**config.mk**
```make
export PLATFORM = sky130hd
export DESIGN_NAME = vector_sweep_capture
export DESIGN_NICKNAME = d
export VERILOG_FILES = /design/src/rtl/vector_sweep_capture_pkg.sv /design/src/rtl/vector_sweep_capture.sv
export SDC_FILE = /design/constraint.sdc
export NUM_CORES = 1
export LEC_CHECK = 0
export BUFFER_PORTS_ARGS = -buffer_cell sky130_fd_sc_hd__buf_2
export CAP_MARGIN = 20
export CORE_UTILIZATION = 45
export CTS_CLUSTER_SIZE = 16
export DETAILED_ROUTE_END_ITERATION = 6
export PLACE_DENSITY_LB_ADDON = 0.25
export SYNTH_ARGS = -nofsm -noshare
export SYNTH_HDL_FRONTEND = slang
export SYNTH_SLANG_ARGS = --single-unit
```
**constraint.sdc**
```tcl
create_clock -name clk -period 1.9 [get_ports clk]
set_input_delay 0.19 -clock clk [delete_from_list [all_inputs] [get_ports clk]]
set_output_delay 0.19 -clock clk [all_outputs]
set_load 0.03 [all_outputs]
```
**src/rtl/vector_sweep_capture_pkg.sv**
```systemverilog
// Shared definitions for lab sweep stages: FSM state encoding and default sweep sizing.
package vector_sweep_capture_pkg;

   typedef enum logic [1:0] {
      ST_IDLE = 2'd0,
      ST_RUN  = 2'd1,
      ST_DONE = 2'd2
   } sweep_state_t;

   localparam int unsigned N_IN_DEFAULT   = 5;
   localparam int unsigned SETTLE_DEFAULT = 1;

endpackage : vector_sweep_capture_pkg

```
**src/rtl/vector_sweep_capture.sv**
```systemverilog
// Exhaustive ascending-order input sweep of a combinational block, capturing its
// truth table into resp with a running count of ones.
module vector_sweep_capture
   import vector_sweep_capture_pkg::*;
#(
   parameter int unsigned N_IN   = N_IN_DEFAULT,
   parameter int unsigned SETTLE = SETTLE_DEFAULT
) (
   input  logic                 clk,
   input  logic                 rst_n,
   input  logic                 start,
   input  logic                 abort,
   input  logic                 z_in,
   output logic [N_IN-1:0]      x_out,
   output logic                 busy,
   output logic                 done,
   output logic [(1<<N_IN)-1:0] resp,
   output logic [N_IN:0]        ones
);

   localparam int unsigned N_VEC = 1 << N_IN;
   localparam int unsigned CNT_W = (SETTLE > 0) ? $clog2(SETTLE + 1) : 1;

   sweep_state_t        r_state;
   logic [CNT_W-1:0]    r_cnt;
   logic [N_IN-1:0]     r_vec;
   logic                r_busy;
   logic                r_done;
   logic [N_VEC-1:0]    r_resp;
   logic [N_IN:0]       r_ones;

   logic                w_last_vec;

   assign w_last_vec = (r_vec == N_IN'(N_VEC - 1));

   // r_vec doubles as x_out: it is zeroed whenever the FSM leaves RUN.
   always_ff @(posedge clk or negedge rst_n) begin
      if (!rst_n) begin
         r_state <= ST_IDLE;
         r_cnt   <= '0;
         r_vec   <= '0;
         r_busy  <= 1'b0;
         r_done  <= 1'b0;
         r_resp  <= '0;
         r_ones  <= '0;
      end else begin
         case (r_state)
            ST_IDLE: begin
               r_done <= 1'b0;
               if (start) begin
                  r_resp  <= '0;
                  r_ones  <= '0;
                  r_vec   <= '0;
                  r_cnt   <= CNT_W'(SETTLE);
                  r_busy  <= 1'b1;
                  r_state <= ST_RUN;
               end
            end
            ST_RUN: begin
               if (abort) begin
                  r_vec   <= '0;
                  r_cnt   <= '0;
                  r_busy  <= 1'b0;
                  r_state <= ST_IDLE;
               end else if (r_cnt != '0) begin
                  r_cnt <= r_cnt - CNT_W'(1);
               end else begin
                  r_resp[r_vec] <= z_in;
                  r_ones        <= r_ones + (N_IN+1)'(z_in);
                  if (w_last_vec) begin
                     r_vec   <= '0;
                     r_busy  <= 1'b0;
                     r_done  <= 1'b1;
                     r_state <= ST_DONE;
                  end else begin
                     r_vec <= r_vec + N_IN'(1);
                     r_cnt <= CNT_W'(SETTLE);
                  end
               end
            end
            ST_DONE: begin
               r_done  <= 1'b0;
               r_state <= ST_IDLE;
            end
            default: begin
               r_vec   <= '0;
               r_cnt   <= '0;
               r_busy  <= 1'b0;
               r_done  <= 1'b0;
               r_state <= ST_IDLE;
            end
         endcase
      end
   end

   assign x_out = r_vec;
   assign busy  = r_busy;
   assign done  = r_done;
   assign resp  = r_resp;
   assign ones  = r_ones;

endmodule : vector_sweep_capture

```
Yosys cells after proc, flatten, opt, wreduce, memory -nomap -nowiden. Cells that the tools add are included.

Register bits after elaboration: 48. Output and inout bits: 45. Word-level logic and storage cells: 65.

Add/subtract/negate cells: 3. $lt $le $gt $ge: 2. Equal/unequal tests: 9. Multiplexer cells: 34. Bitwise gates (word level): 1. Reductions and logical operators: 9.

Operators by type and width (number): 32-bit two-way mux (3); 32-bit case mux with 2 select lines (1); 32-bit bitwise mux (1); 5-bit two-way mux (4); 6-bit two-way mux (3); 5-bit case mux with 3 select lines (1); 1-bit two-way mux (12); 6-bit case mux with 2 select lines (1); 3-bit AND reduction (3); 2-bit two-way mux (4); 2-bit != test, second input constant (4); 4-bit AND reduction (2); 6-bit by 1-bit adder with 6-bit output (1); 5-bit by 6-bit less-than comparator with 1-bit output, second input constant (1); 3-bit != test, second input constant (2); 1-bit case mux with 3 select lines (2); 5-bit by 1-bit adder with 5-bit output, second input constant (1); 1-bit demux with 5-bit select (1); 5-bit equality test, second input constant (1); 5-bit by 1-bit greater-or-equal comparator with 1-bit output, second input constant (1); 2-bit case mux with 2 select lines (1); 2-bit by 1-bit equality test with 1-bit output, second input constant (1); 2-bit equality test, second input constant (1); 2-bit logical NOT (1); 5 further kinds (5).

Logic depth before layout (Yosys ltp).
Word-level depth: 8. Mapped depth: 6. Depth with buffers taken out: 6.

Least setup slack after synthesis. Ideal clock, no wire load.

Path kind: register to register. Start point: register r_vec[0], in the netlist x_out[0]. End point: register r_vec[2], in the netlist x_out[2]. Setup time: 64 ps. Arrival time: 2196 ps. Data required time: 1836 ps. Setup slack: -361 ps. Stages on the path, launching flop included: 7. Path buffers: 0. Period minus slack after synthesis: 2261 ps. Cell sequence: dfrtp_1 > ha_1 > and3_1 > ha_1 > or4b_2 > o221ai_1 > mux2_2.

Cells in the longest elaborated chain, start to end: 5.

RTL lines: from (decl) (line vector_sweep_capture.sv:26) `logic [N_IN-1:0] r_vec;`; from (signal assigned) (line vector_sweep_capture.sv:76) `r_vec <= r_vec + N_IN'(1);`; 5-bit by 1-bit adder with 5-bit output / 5-bit equality test (equally long branches) (line vector_sweep_capture.sv:76, vector_sweep_capture.sv:34); 5-bit two-way mux (*) (line vector_sweep_capture.sv:70) `if (w_last_vec) begin`; 5-bit two-way mux (*) (line vector_sweep_capture.sv:65) `end else if (r_cnt != '0) begin`; 5-bit two-way mux (*) (line vector_sweep_capture.sv:60) `if (abort) begin`; 5-bit case mux with 3 select lines (*) (line vector_sweep_capture.sv:47) `case (r_state)`.

Mark *: on every way between the ends. The rest lies on a longest branch, timed or not. The select of a mux whose other input is x is not followed. A chain may end at the register's enable or synchronous reset.

Final worst setup path.
Start point: register r_cnt. End point: register r_resp[27], in the netlist resp[27].

Cells in the longest elaborated chain, start to end: 2.

RTL lines: from (decl) (line vector_sweep_capture.sv:25) `logic [CNT_W-1:0] r_cnt;`; from (signal assigned) (line vector_sweep_capture.sv:54) `r_cnt <= CNT_W'(SETTLE);`; from (signal assigned) (line vector_sweep_capture.sv:66) `r_cnt <= r_cnt - CNT_W'(1);`; from (signal assigned) (line vector_sweep_capture.sv:77) `r_cnt <= CNT_W'(SETTLE);`; 2-bit != test (no line); 4-bit AND reduction (no line); to (signal, indexed assignment) (line vector_sweep_capture.sv:68) `r_resp[r_vec] <= z_in;`; to (decl) (line vector_sweep_capture.sv:29) `logic [N_VEC-1:0] r_resp;`.

Every way passes these cells.

==> summary.md <==
| Metric | Value |
|---|---|
| Status | complete, no violations |
| Static Leakage | 1.44 nW |
| Setup crit end kind | flop |
| Worst Setup Path Type | reg -> reg |
| Period utilization | between 90% and 100% |
| # rows | 26 |
| Crit path max fanout | 14 |
| CTS Root Cell | clkbuf_8 |
| CP startpoint kind | flop |
| Drt wl/cell | 16.9 um |
| Unique masters post-synth | between 40 and 50 |
| Antenna viol nets, final | 0 |
| Port Buf Inserts | 49 |
| Mean Syn Cell Area | approximately 11 sq um |
| CTS Buf Count | 5 |
| Global-route wire length before repair | slightly below 10 mm |
| Seq pwr share | about half |
| TritonRoute pass-1 iters | 4 |
| CTS tree | built |
| Setup violations, final | 0 |
| Internal | ~1.5 mW |
| Vias in the first global route | 1,981 |
| Via Count | 2,106 |
| Dpl hpwl | 4.15 mm |
| Maximum capacitance violations | 0 |
| # clock sinks | 48 |
| Area contributors post-synth | dfrtp_1 (49%), o311ai_0 (10%), o31ai_1 (8.9%) |
| Hold Fails Final Rpt | 0 |
| Area grow syn2layout | 25.3% |
| Clk pwr share | ~28% |
| DRT Wirelength | ~6 mm |
| Unrepaired setup endpoints after global routing | yes |
| Final min period | about 1.8 ns |
| Clock Path Buffers | 2 |
| #FFs+latches synth | between 40 and 50 |
| FMAX | between 0.5 and 0.6 GHz |
| Async SR Flop Fraction | 100% |
| Initial antenna violation count | 0 |
| Synthesized area | about 2400 sq um |
| YS warnings | 0 |
| Power consumption | approximately 2.2 mW |
| IO Count | 50 |
| Via density | roughly 5.9 |
| Pin count of the biggest net entering global routing | 33 |
| Combinational share of power | a little under a quarter |
| Worst-Margin Slew | ~0.58 ns |
| Syn Inst Count | ~220 |
| Clock skew | 0.00722 ns |
| Final routed DRC violation total | 0 |
| Switching Power | 0.688 mW |
| Starting Density | 47.2% |
| Ratio of cells with drive above 1 in the final layout | a little over a third |
| PD cells | ~730 nW/um^2 |
| Hold Slack | 0.162 ns |
| H-tree depth | 2 |
| WP data required | roughly 2.1 ns |
| Cell count of the worst hold path | 3 |
| Die footprint | ~5700 sq um |
| Number of synthesized flops with an enable pin | 0 |
| WP data arrival | between 2 and 2.5 ns |
| Fin nets | roughly 300 |
| Final instance area | slightly above 3000 sq um |
| Max-slew violation count | 0 |
| Reg clk slew, reported paths | 0.09 ns |
| Register area share after synthesis | roughly 49% |
| Peak supply drop | roughly 320 uV |
| Post-synthesis cell type with the largest combined area | dfrtp_1 |
| Depth of the worst register-to-register path | 4 |
| Worst hold path type | in -> reg |
| Yosys top cell area share | between 40% and 50% |
| DP Area | just under 3000 sq um |
| GRT Util Overall | a little under a quarter |
| GPL Wtd Cong | around 0.80 |
| Total gr overflow | 0 |
| Worst-skew pair later-pin latency | 0.30 ns |
| Synth Flop Type | dfrtp_1 |
| Core area | a little over 5000 sq um |
| Switching Fraction | slightly above 30% |
| Slew margin rel. | around 61% |
| Drt first-iter violations | approximately 180 |
| Post-synth net total | 234 |
| Die H | roughly 76 um |
| Antenna cells | 0 |
| Die X | about 76 um |
[worst max-delay path, stage by stage, from the launching register on]
cell and delay [ns]:
dfrtp_1 0.39, or4b_4 0.63, buf_4 0.23, o311ai_0 0.35, o31ai_1 0.12
[per-stage QoR]
step | setup WS, ns | TNS [ns] | instances | utilization, %
global route | -0.0320 | -0.129 | 354 | 59.1
CTS | 0.0227 | 0 | 353 | 58.5
floorplan | -0.0123 | -0.0192 | 222 | -
global placement | 0.0956 | 0 | 344 | 56.5
finish | 0.0521 | 0 | 354 | 59.1
detailed placement | 0.0504 | 0 | 344 | 56.5
[logic make-up after synthesis]
family	Yosys count	synth area share, %
and+or+nand+nor	49	13.2
muxes	7	3.03
buffers and inverters	30	5.44
DFF	48	49.2
AOI/OAI and AO/OA	81	25.5
adders and majority gates	7	3.59
[synthesized netlist by cell type, drive strengths merged (7+ instances only)]
cell type and count:
inv 9, buf 9, o21ai 7, ha 7
clkbuf 12, nand2 9, o311ai 29, dfrtp 48
o31ai 29
[path summary, 6_finish.rpt]
| check | from | end | slack, ns |
|---|---|---|---|
| hold reg to reg | busy$_DFFE_PN0P_ | busy$_DFFE_PN0P_ | 0.48 |
| min in group asynchronous | rst_n | ones[5]$_DFFE_PN0P_ | 0.39 |
| setup / recovery | r_cnt$_DFFE_PN0P_ | resp[27]$_DFFE_PN0P_ | 0.05 |
| max in group asynchronous | rst_n | x_out[1]$_DFFE_PN0P_ | 0.99 |
| setup reg to reg | r_cnt$_DFFE_PN0P_ | resp[27]$_DFFE_PN0P_ | 0.05 |
| hold / removal | start | r_state[0]$_DFFE_PN0P_ | 0.16 |
[state kept, by name (all words and copies together) (netlist names)]
register / cells
r_state: 2
resp: 32
r_cnt: 1
x_out: 5
busy: 1
ones: 6
done: 1
[cell usage in the layout, fill, tap and decap left out, types with 4 or more instances in the layout]
cell type,Yosys,final
buf_2,4,49
buf_4,0,22
clkbuf_8,0,6
dfrtp_1,48,44
dfrtp_2,0,4
ha_1,7,5
inv_1,9,9
mux2i_1,4,4
nand2_1,9,9
nand3_1,4,4
nand3b_1,4,4
nor2_1,4,4
o21ai_1,4,4
o311ai_0,29,23
o311ai_1,0,6
o31ai_1,29,29
or3b_2,4,4
[final cells by class]
class                           instances  area (sq um)
Clock buffer                            6          82.6
Timing Repair Buffer                   75           480
Inverter                                9          33.8
Multi-Input combinational cell        144          1160
Fill cell                             442          2110
Tap cell                               70          87.6
Sequential cell                        48          1210
Clock inverter                          2          10.0
[per-layer routing]
layer	wire (um)	track usage, %	part of all wire, %
met5	0	0	0
met4	74	9.05	1.2
met3	384	2.78	6.4
met2	2840	33.9	47
met1	2700	33.9	45
[power groups by stage]
stage / Sequential [mW] / Combinational, mW / Clock, mW
final: 1.09 / 0.510 / 0.621
after global placement: 1.11 / 0.487 / 0
after detailed placement: 1.11 / 0.494 / 0
after global routing: 1.09 / 0.558 / 0.674
after CTS: 1.09 / 0.497 / 0.641
after floorplan: 1.18 / 0.213 / 0
[timing repair]
item,in CTS,in global routing
resized for setup,0,11
hold buffers,1,0
buffers inserted,0,1
endpoints found under the hold margin,21,0
setup endpoints to repair,0,16
Power figures use the tool's default switching activity.
